==> src/rtl/hex_display_mux.sv <==
// Multiplexed 7-segment hex display driver with shadow load, blanking and leading-zero suppression.
// Optional macro HEX_DISPLAY_MUX_BRIGHTNESS_EN adds a 4-bit brightness (duty) input.
module hex_display_mux #(
    parameter int DIGITS         = 4,
    parameter int DIV_BITS       = 18,
    parameter bit SEG_ACTIVE_LOW = 1'b1,
    parameter bit AN_ACTIVE_LOW  = 1'b1
) (
    input  logic                  clk,
    input  logic                  rst,
    input  logic [4*DIGITS-1:0]   in_val,
    input  logic [DIGITS-1:0]     in_dot,
    input  logic [DIGITS-1:0]     in_blank,
    input  logic                  load,
    input  logic                  lzb_en,
`ifdef HEX_DISPLAY_MUX_BRIGHTNESS_EN
    input  logic [3:0]            brightness,
`endif
    output logic [6:0]            seg,
    output logic                  dp,
    output logic [DIGITS-1:0]     an,
    output logic                  frame_done
);

    localparam int                IDX_W    = (DIGITS > 1) ? $clog2(DIGITS) : 1;
    localparam logic [IDX_W-1:0]  LAST_IDX = IDX_W'(DIGITS - 1);
    localparam logic [6:0]        SEG_DARK = {7{SEG_ACTIVE_LOW}};
    localparam logic [DIGITS-1:0] AN_IDLE  = {DIGITS{AN_ACTIVE_LOW}};

    logic [DIV_BITS-1:0] divider;
    logic [IDX_W-1:0]    idx;
    logic [4*DIGITS-1:0] shadow_val;
    logic [DIGITS-1:0]   shadow_dot;
    logic [DIGITS-1:0]   shadow_blank;

    logic [3:0]          cur_nib;
    logic                cur_dot;
    logic                cur_blank;
    logic                lead_zero;
    logic                dark;
    logic [DIGITS-1:0]   an_act;

    function automatic logic [6:0] glyph(input logic [3:0] nib);
        case (nib)
            4'h0: glyph = 7'h3F;
            4'h1: glyph = 7'h06;
            4'h2: glyph = 7'h5B;
            4'h3: glyph = 7'h4F;
            4'h4: glyph = 7'h66;
            4'h5: glyph = 7'h6D;
            4'h6: glyph = 7'h7D;
            4'h7: glyph = 7'h07;
            4'h8: glyph = 7'h7F;
            4'h9: glyph = 7'h6F;
            4'hA: glyph = 7'h77;
            4'hB: glyph = 7'h7C;
            4'hC: glyph = 7'h39;
            4'hD: glyph = 7'h5E;
            4'hE: glyph = 7'h79;
            default: glyph = 7'h71;
        endcase
    endfunction

    always_comb begin
        cur_nib   = '0;
        cur_dot   = 1'b0;
        cur_blank = 1'b0;
        lead_zero = 1'b0;
        for (int i = 0; i < DIGITS; i++) begin
            if (idx == IDX_W'(i)) begin
                cur_nib   = shadow_val[4*i +: 4];
                cur_dot   = shadow_dot[i];
                cur_blank = shadow_blank[i];
                // this digit and every more-significant one are zero
                lead_zero = ((shadow_val >> (4*i)) == '0);
            end
        end
        dark = cur_blank | (lzb_en & (idx != '0) & lead_zero);
`ifdef HEX_DISPLAY_MUX_BRIGHTNESS_EN
        if (divider[DIV_BITS-1 -: 4] > brightness) dark = 1'b1;
`endif
        an_act = '0;
        for (int i = 0; i < DIGITS; i++) begin
            an_act[i] = (idx == IDX_W'(i)) & ~dark;
        end
    end

    always_ff @(posedge clk) begin
        if (rst) begin
            divider      <= '0;
            idx          <= '0;
            shadow_val   <= '0;
            shadow_dot   <= '0;
            shadow_blank <= '0;
            an           <= AN_IDLE;
            seg          <= SEG_DARK;
            dp           <= SEG_ACTIVE_LOW;
            frame_done   <= 1'b0;
        end else begin
            divider <= divider + 1'b1;
            if (&divider) begin
                idx <= (idx == LAST_IDX) ? '0 : idx + 1'b1;
            end
            frame_done <= (&divider) & (idx == LAST_IDX);
            if (load) begin
                shadow_val   <= in_val;
                shadow_dot   <= in_dot;
                shadow_blank <= in_blank;
            end
            // pins reflect the pre-edge slot and shadow, polarity folded in by XOR
            an  <= an_act ^ AN_IDLE;
            seg <= (dark ? 7'h00 : glyph(cur_nib)) ^ SEG_DARK;
            dp  <= (~dark & cur_dot) ^ SEG_ACTIVE_LOW;
        end
    end

endmodule

==> config.mk <==
export PLATFORM = sky130hd
export DESIGN_NAME = hex_display_mux
export DESIGN_NICKNAME = d
export VERILOG_FILES = /design/src/rtl/hex_display_mux.sv
export SDC_FILE = /design/constraint.sdc
export NUM_CORES = 1
export LEC_CHECK = 0
export BUFFER_PORTS_ARGS = -buffer_cell sky130_fd_sc_hd__buf_2
export CAP_MARGIN = 5
export CORE_MARGIN = 1.5
export CORE_UTILIZATION = 56
export DETAILED_ROUTE_END_ITERATION = 6
export GPL_ROUTABILITY_DRIVEN = 0
export GPL_TIMING_DRIVEN = 0
export MAX_ROUTING_LAYER = met4
export PLACE_DENSITY = 0.79
export REMOVE_ABC_BUFFERS = 1
export SYNTH_ARGS = -nofsm -noshare
export SYNTH_HDL_FRONTEND = slang
export SYNTH_SLANG_ARGS = --single-unit
export TNS_END_PERCENT = 5
==> constraint.sdc <==
create_clock -name clk -period 2.25 [get_ports clk]
set_input_delay 0.1125 -clock clk [delete_from_list [all_inputs] [get_ports clk]]
set_output_delay 0.1125 -clock clk [all_outputs]
set_load 0.02 [all_outputs]
* After elaboration in Yosys (flattened, before gate mapping) *
Memories as Yosys holds them, arrays and structs flattened.
Cells that the tools add are included.

storage, ports and cells
  memory bits (read-only) = 112
  memories = 1
  logic and storage cells = 54
  output and inout port bits = 13
  flip-flop bits (word level) = 57

memory list
  name              words  width  rd ports  clocked after Yosys merged registers in  write ports  line  source
  (name not given)  16     7      1         0                                        0            44    case (nib)

operators by class
  equal/unequal tests = 3
  reduce and logical (&&, ||, !) cells = 7
  bitwise gates (word level) = 13
  add/sub/neg operators = 2
  mux-type cells = 19

operators with widths
  kind                                                             number
  16-bit logical NOT                                               4
  18-bit by 1-bit adder with 18-bit output, second input constant  1
  18-bit AND reduction                                             1
  4-bit 2-to-1 mux                                                 4
  7-bit 2-to-1 mux                                                 2
  1-bit 2-to-1 mux                                                 12
  1-bit bitwise AND                                                8
  7-bit inverter                                                   1
  2-bit == test, second input constant                             2
  4-bit inverter                                                   1
  2-bit by 1-bit adder with 2-bit output, second input constant    1
  2-bit by 1-bit == test with 1-bit output, second input constant  1
  2-bit logical NOT                                                1
  2-bit 2-to-1 mux                                                 1
  1-bit inverter                                                   2
  2-bit nonzero test                                               1
  1-bit OR                                                         1

* Depth between registers and ports, before layout *
Gate-level depths: netlist of run 1.

  depth after elaboration = 10
  depth in mapped cells = 10

* Worst setup path before layout of run 1 *
OpenSTA, ideal clock, no wires.

  path kind = register to register
  from = register idx[1]
  to = register seg[3]
  required time = 2192 ps
  cell stages (with the launch flop) = 11
  clock period less this slack = 2083 ps
  arrival = 2024 ps
  slack = 167 ps
  buffers on the path = 1
  path through = dfxtp_1 -> inv_1 -> ha_1 -> buf_4 -> nand3b_1 -> a221o_1 -> inv_1 -> ha_1 -> nand2_1 -> a32o_1 -> nand2_1

between the ends
  word-level cells in the longest chain between the ends = 9

RTL lines
  item                                                                       line    source
  from (decl)                                                                31      logic [IDX_W-1:0] idx;
  from (signal assigned)                                                     102     idx <= (idx == LAST_IDX) ? '0 : idx + 1'b1;
  2-bit logical NOT                                                          70      if (idx == IDX_W'(i)) begin
  4-bit 2-to-1 mux / 1-bit 2-to-1 mux (equally long branches) (4 in series)  70
  memory 16 x 7 bit / 1-bit bitwise AND (equally long branches)              -
  7-bit 2-to-1 mux / 1-bit OR (equally long branches)                        89, 78
  7-bit 2-to-1 mux *                                                         112     seg <= (dark ? 7'h00 : glyph(cur_nib)) ^ SEG_DARK;
  7-bit inverter (no source line) *                                          -
  to (signal assigned)                                                       112
  to (decl)                                                                  19      output logic [6:0] seg,

Every way passes the cells marked *; elsewhere a longest branch is shown, timed or not. The select of a mux whose other input is x is not followed.
A chain may end at the register's enable or synchronous reset.

* Worst setup path after layout of run 1 *
Ends and elaborated chain as after synthesis.

==> results of run 1 <==
[cell usage after synthesis (all sizes together) (3+ instances only)]
library cell,count
nor3,9
dfxtp,57
buf,10
a211oi,7
nor2b,5
and2,3
xnor2,8
nand3,4
inv,12
nor4,5
nand3b,6
nand2,22
nor2,49
or3,4
clkbuf,5
nor3b,5
nand4,3
mux2i,26
xor2,5
o21ai,6
a21oi,10
ha,11
[worst paths after layout]
| kind | to | slack [ns] | cells after the start |
|---|---|---|---|
| min reg2reg | divider[0]$_SDFF_PP0_ | 0.44 | 1 |
| max | seg[3]$_SDFF_PP1_ | 0.08 | 9 |
| min | shadow_blank[2]$_SDFFE_PP0P_ | 0.02 | 3 |
| max reg2reg | seg[3]$_SDFF_PP1_ | 0.08 | 9 |
[report_power, final]
part	internal, mW	leakage (nW)	switching (mW)	total (mW)
registers	1.05	0.469	0.0266	1.08
logic	0.101	0.738	0.123	0.224
clock network	0.601	0.107	0.380	0.981
total	1.76	1.31	0.529	2.29
[layout make-up]
cell class / instances / share of cell area, %
repair buffers: 43 / 7.01
inverters: 12 / 1.42
clock inverters: 2 / 1.10
well taps: 54 / 2.13
flip-flops and latches: 57 / 36.0
clock buffers: 14 / 5.43
multi-input cells: 202 / 46.9
[metal layers]
layer	vias to the layer above	global-route usage, %	share of wire (%)
li1	1065	-	-
met1	960	25.0	44
met2	53	33.2	50
met3	9	5.69	4.7
met4	0	9.43	1.7
met5	-	-	0
[worst register-to-register path, delay by kind of cell, from the launching register on]
kind / cells / cell delay, ns
AOI/OAI and AO/OA: 2 / 0.72
DFF: 1 / 0.39
and+or+nand+nor: 3 / 0.35
adders and majority gates: 2 / 0.45
buffers and inverters: 2 / 0.23
[cell families after synthesis]
kind of cell | synth area share, %
mux | 9.70
flops | 42.5
compound gates | 9.74
fa+ha+maj | 5.13
xor+xnor | 4.24
buf+inv | 4.66
simple gates | 24.0
[repair_timing]
item / in CTS / in global routing
setup buffers: 1 / 2
pin swaps: 1 / 1
endpoints found under the setup margin: 11 / 7
gates resized for setup: 6 / 11
[stage by stage]
stage / instances / hold WS [ns] / power [mW]
after floorplan: 271 / 0.179 / 1.23
after global placement: 365 / 0.348 / 1.31
after detailed placement: 365 / 0.354 / 1.32
after CTS: 382 / 0.0123 / 2.30
after global routing: 384 / 0.0184 / 2.37
final: 384 / 0.0155 / 2.29
[state kept, by name, indices dropped and copies added, names as in the netlist]
register and count:
divider 18, shadow_val 16, seg 7, an 4, shadow_blank 4, shadow_dot 4, idx 2, dp 1
frame_done 1
==> flow_summary.toml, run 1 <==
[detailed_routing]
firstDrtPassIters = 4
routed_wl_um = 5130
vias_per_cell = 5.43
ant_nets = 0
drt_iter0_drc = 193
drc = 0
wl_per_cell_um = 13.4
vias = 2087

[sta]
tns_ns = 0
worst_slew_pin_slew_ns = 0.829
fmax_mhz = 460
setup_ws_ns = 0.0752
slew_viol_final = 0
fin_crit_sh_pct = 96.7
skew_ns = 0.00653
maxSlewHeadroom_pct = 44.7
hold_violations = 0
min_period_ns = 2.17
setup-violations-final = 0

[hold_path]
hold_class = "primary input to register"
min_from = "in_blank[2]"

[clocking]
clk_latency_ns = 0.33
htreeDepth = 3
numCtsBuffers = 9
cts_tree = "done"
ctsRootBufferMaster = "clkbuf_8"
clock_tree.buffer_depth = 2
postCtsHoldBufs = 0
clock_sinks = 57
clk_pin_slew_ns = 0.06

[die]
die_h_um = 72.2
placementRows = 25
die_w_um = 72.2
core_area_um2 = 4660
num_io_pins = 41
start_util_pct = 57.6
die_area_um2 = 5220

[synthesis]
synth_edf_count = 0
ys_types = 45
synth_area_um2 = 2680
post-synth-top-area-cell = "dfxtp_1"
yosysSeqAreaShare_pct = 42.5
synthTopCellsByArea = "dfxtp_1 (43%), mux2i_1 (9.7%), nor2_1 (6.9%), ha_1 (5.1%), nand2_1 (3.1%)"
yosysWarnings = 0
avgSynthCellArea_um2 = 9.38
synthCells = 286
synth_top_area_share_pct = 42.5
ys_seq_elements = 57
synthArstFlopShare_pct = 0
synth-main-ff-cell = "dfxtp_1"

[critical_path]
cp_cell_sequence = "inv_1 -> ha_4 -> nand3b_1 -> a221o_2 -> inv_2 -> ha_2 -> nand2_1 -> a32o_1 -> nand2_1"
regToRegStartpoint = "idx[1]$_SDFFE_PP0P_"
cpMaxStageDelayCell = "a221o_2"
worst_setup_path_start_kind = "register"
critPathMaxFanout = 14
worstPathRequired_ns = 2.53
critPathKind = "register to register"
cp.arrival_ns = 2.45
worstSetupEndpointType = "register"
crit_family = "compound AO/OA/AOI/OAI gates"
crit_start = "idx[1]$_SDFFE_PP0P_"
cp_slowest_stage_delay_ns = 0.45
crit_buf_inv = 2
crit_top_cell = "nand2_1"

[pwr]
p_leak_nw = 1.31
powerDensity_nw_per_um2 = 719
ir_drop_v = 0.000422

[layout]
drive_gt1_share_pct = 25.2
multi_input_area_um2 = 1490
final_cell_mix = "dfxtp_1 (55), nor2_1 (49), buf_2 (40), mux2i_1 (26), nand2_1 (22)"
areaGrowthSynthToFinish_pct = 18.5
diodes = 0
seq_area_um2 = 1140
nets = 364
mostFrequentLayoutCell = "dfxtp_1"
utilization_pct = 68.2
n_fill_cell = 379
design_area_um2 = 3180

[grt]
grt_pass1_wl_um = 8150
first_global_vias = 1849
grt_max_degree = 47
antenna_found_initial = 0
track_usage_pct = 21.0
grt_overflow = 0

[flow_run]
maxCapViolCount = 0

[placed_design]
dpl_worst_slack_ns = -0.266
place_area_um2 = 2870
portBuffers = 40
dp_hpwl_um = 3380

[run_status]
outcome = "complete, no violations"
No activity file was read; power rests on OpenSTA's default activity.
==> run 2: changes to the inputs <==
- CORE_UTILIZATION: 56 -> 38
- PLACE_DENSITY: 0.79 -> default
==> flow_summary.toml, run 2 (same netlist as run 1, synthesis figures left out) <==
[run_status]
outcome = "complete, no violations"

[detailed_routing]
drt_iter0_drc = 93
drc = 0
routed_wl_um = 5140
vias = 1999
firstDrtPassIters = 4
ant_nets = 0
wl_per_cell_um = 12.1
vias_per_cell = 4.71

[critical_path]
cp.arrival_ns = 2.45
critPathKind = "register to register"
worstPathRequired_ns = 2.53
r2r_setup_slack_ns = 0.08
regToRegStartpoint = "idx[1]$_SDFFE_PP0P_"
critPathMaxFanout = 14
crit_start = "idx[1]$_SDFFE_PP0P_"
worst_setup_path_start_kind = "register"
worstSetupEndpointType = "register"

[layout]
mostFrequentLayoutCell = "dfxtp_1"
top_regs = "divider (18), shadow_val (16), seg (7)"
diodes = 0
areaGrowthSynthToFinish_pct = 20.5
largest_reg_flops = 18
utilization_pct = 47.6
nets = 363
n_fill_cell = 666
final_cell_mix = "dfxtp_1 (55), nor2_1 (49), buf_2 (40), mux2i_1 (26), nand2_1 (22)"
drive_gt1_share_pct = 25.0
regMostFlops = "divider"
fin_cells = 424

[die]
core_area_um2 = 6790
die_h_um = 87.0
placementRows = 30
num_io_pins = 41
die_area_um2 = 7580
start_util_pct = 39.5
die_w_um = 87.0

[grt]
antenna_found_initial = 0
track_usage_pct = 15.6
grt_pass1_wl_um = 8710
grt_max_degree = 47
grt_overflow = 0
first_global_vias = 1946

[pwr]
powerDensity_nw_per_um2 = 711
ir_drop_v = 0.000420
p_leak_nw = 1.32

[sta]
min_period_ns = 2.17
hold_ws_ns = 0.0172
fin_crit_sh_pct = 96.3
hold_violations = 0
fmax_mhz = 461
rsz0062_at_grt = "yes"
skew_ns = 0.00380
worst_slew_pin_slew_ns = 0.818
setup-violations-final = 0
maxSlewHeadroom_pct = 45.5
slew_viol_final = 0

[clocking]
clock_tree.buffer_depth = 2
clock_sinks = 57
ctsRootBufferMaster = "clkbuf_8"
numCtsBuffers = 9
cts_tree = "done"
htreeDepth = 3
clk_pin_slew_ns = 0.06
clk_latency_ns = 0.33

[placed_design]
portBuffers = 40
dp_cells = 407
dp_hpwl_um = 3510

[hold_path]
hold_class = "primary input to register"
min_from = "in_blank[3]"

[flow_run]
maxCapViolCount = 0
run 2: final timing paths:
kind | endpoint | cells past startpoint
worst max-delay path | seg[3]$_SDFF_PP1_ | 9
worst min-delay path | shadow_blank[3]$_SDFFE_PP0P_ | 3
worst max register to register | seg[3]$_SDFF_PP1_ | 9
worst min register to register | divider[0]$_SDFF_PP0_ | 1
run 2: repair_timing:
| item | CTS | global route |
|---|---|---|
| setup endpoints to repair | 11 | 6 |
| pin swaps | 1 | 2 |
| setup buffers | 1 | 1 |
| gates resized for setup | 11 | 6 |
| hold buffers | 0 | 0 |
| hold endpoints to repair | 0 | 0 |
run 2: where the power goes:
part	leakage [nW]	total, mW	switching (mW)	internal, mW
clock network	0.112	0.999	0.376	0.624
registers	0.469	1.08	0.0254	1.05
logic	0.735	0.219	0.119	0.0997
total	1.32	2.30	0.520	1.78
run 2: worst max-delay path: stages (launching register included):
cell	delay, ns
dfxtp_4	0.38
inv_1	0.11
ha_4	0.23
nand3b_1	0.18
a221o_2	0.43
inv_1	0.13
ha_2	0.23
nand2_1	0.09
a32o_1	0.27
nand2_1	0.06
run 2: layer usage:
layer	up-vias	wire length, µm	GRT usage, %	share of wire (%)
met2	31	2480	26.1	48
met4	0	69	4.84	1.3
met5	-	0	-	0
met1	900	2380	16.8	46
met3	6	213	6.26	4.1
li1	1062	-	-	-
run 2: cell type report:
| type | count | area, µm² | share of cell area, % |
|---|---|---|---|
| Multi-Input combinational cell | 202 | 1490 | 46.2 |
| Inverter | 12 | 45.0 | 1.39 |
| Sequential cell | 57 | 1150 | 35.4 |
| Clock buffer | 13 | 179 | 5.53 |
| Timing Repair Buffer | 42 | 215 | 6.66 |
| Clock inverter | 2 | 35.0 | 1.08 |
| Tap cell | 96 | 120 | 3.72 |
run 2: metrics by stage:
step	cell area, µm²	setup TNS [ns]	power [mW]	setup slack (ns)
finish	3230	0	2.30	0.0822
CTS	3190	0	2.33	0.0248
floorplan	2600	0	1.23	0.135
global placement	2920	-1.97	1.32	-0.286
detailed placement	2920	-2.15	1.32	-0.294
global route	3230	-0.0325	2.40	-0.0213
==> run 3: changes to the inputs <==
- CORE_MARGIN: 1.5 -> 1
- CORE_UTILIZATION: 38 -> 41
- MAX_ROUTING_LAYER: met4 -> default
==> flow_summary.toml, run 3 (same netlist as run 1, synthesis figures left out) <==
[run_status]
outcome = "complete, no violations"

[sta]
min_period_ns = 2.16
setup-violations-final = 0
slew_viol_final = 0
worst_slew_pin_slew_ns = 0.837
setup_ws_ns = 0.0895
fmax_mhz = 463
maxSlewHeadroom_pct = 44.2
skew_ns = 0.00858
tns_ns = 0
hold_violations = 0
fin_crit_sh_pct = 96.0
rsz0062_at_grt = "yes"

[detailed_routing]
vias = 2000
vias_per_cell = 4.85
maxUsedRoutingLayer = "met4"
ant_nets = 0
drc = 0
met3_length_um = 188
wl_per_cell_um = 12.5
drt_iter0_drc = 64
firstDrtPassIters = 4
wl_met2_um = 2400
wl_met1_um = 2490
routed_wl_um = 5140

[placed_design]
portBuffers = 40
dpl_worst_slack_ns = -0.282
dp_hpwl_um = 3410
dp_cells = 388
place_area_um2 = 2900

[die]
start_util_pct = 42.3
die_area_um2 = 6870
die_w_um = 82.9
core_area_um2 = 6350
placementRows = 29
die_h_um = 82.9
num_io_pins = 41

[layout]
nets = 369
diodes = 0
fin_cells = 412
drive_gt1_share_pct = 26.0
areaGrowthSynthToFinish_pct = 20.6
utilization_pct = 51.0
mostFrequentLayoutCell = "dfxtp_1"
top_regs = "divider (18), shadow_val (16), seg (7)"
largest_reg_flops = 18
design_area_um2 = 3240
final_cell_mix = "dfxtp_1 (55), nor2_1 (49), buf_2 (40), mux2i_1 (26), nand2_1 (22)"
regMostFlops = "divider"

[hold_path]
min_from = "in_val[8]"
hold_class = "primary input to register"

[critical_path]
worstPathRequired_ns = 2.53
critPathMaxFanout = 13
critPathKind = "register to register"
worstSetupEndpointType = "register"
crit_start = "idx[1]$_SDFFE_PP0P_"
r2r_setup_slack_ns = 0.09
cp.arrival_ns = 2.44
regToRegStartpoint = "idx[1]$_SDFFE_PP0P_"
worst_setup_path_start_kind = "register"

[clocking]
numCtsBuffers = 9
clock_sinks = 57
clock_tree.buffer_depth = 2
cts_tree = "done"
htreeDepth = 3
clk_pin_slew_ns = 0.06
clk_latency_ns = 0.33
ctsRootBufferMaster = "clkbuf_8"

[grt]
antenna_found_initial = 0
track_usage_pct = 16.5
grt_overflow = 0
first_global_vias = 1971
grt_max_degree = 47
grt_pass1_wl_um = 8910

[flow_run]
maxCapViolCount = 0

[pwr]
powerDensity_nw_per_um2 = 663
p_leak_nw = 1.33
ir_drop_v = 0.000375
## run 3: changes by cell type in the layout (fill, tap and decap cells not counted), moves of 2 or more
cell and delta:
buf_4 +3, clkinv_2 +2, clkbuf_8 -2, clkbuf_1 +2
## run 3: through the flow
stage | hold slack (ns) | power [mW]
floorplan | 0.179 | 1.23
global placement | 0.345 | 1.31
detailed placement | 0.357 | 1.32
CTS | 0.000474 | 2.17
global route | 0.00787 | 2.26
finish | 0.0153 | 2.14
## run 3: path summary, 6_finish.rpt
| check | depth (start not counted) | to |
|---|---|---|
| worst min-delay path | 3 | shadow_val[8]$_SDFFE_PP0P_ |
| worst max register to register | 9 | seg[3]$_SDFF_PP1_ |
| worst max-delay path | 9 | seg[3]$_SDFF_PP1_ |
| worst min register to register | 1 | divider[0]$_SDFF_PP0_ |
## run 3: report_power, final
part           internal, mW  leakage (nW)  switching, mW
registers              1.05         0.469         0.0261
logic                 0.107         0.770          0.120
clock network         0.454        0.0932          0.384
## run 3: critical path, stage by stage, from the launching register on
cell and delay (ns):
dfxtp_4 0.37, inv_1 0.15, ha_4 0.25, a211oi_1 0.10, a221o_2 0.45, inv_1 0.14, ha_2 0.23, nand2_1 0.09
a32o_1 0.27, nand2_1 0.06
## run 3: layout make-up
class / instances / area (µm²)
Tap cell: 77 / 96.3
Clock inverter: 3 / 15.0
Clock buffer: 13 / 159
Sequential cell: 57 / 1150
Fill cell: 574 / 3110
Multi-Input combinational cell: 202 / 1500
Inverter: 12 / 45.0
Timing Repair Buffer: 48 / 275
## run 3: repair_timing
item	4_1_cts	5_1_grt
setup buffers	1	6
gates resized for setup	10	9
hold buffers	1	0
pin swaps	1	3
endpoints found under the hold margin	1	0
setup endpoints to repair	11	7
## run 3: routing by layer
metal	vias up	global-route usage, %
li1	1073	-
met1	888	19.3
met2	32	27.1
met3	7	5.47
met4	0	7.99
met5	-	0
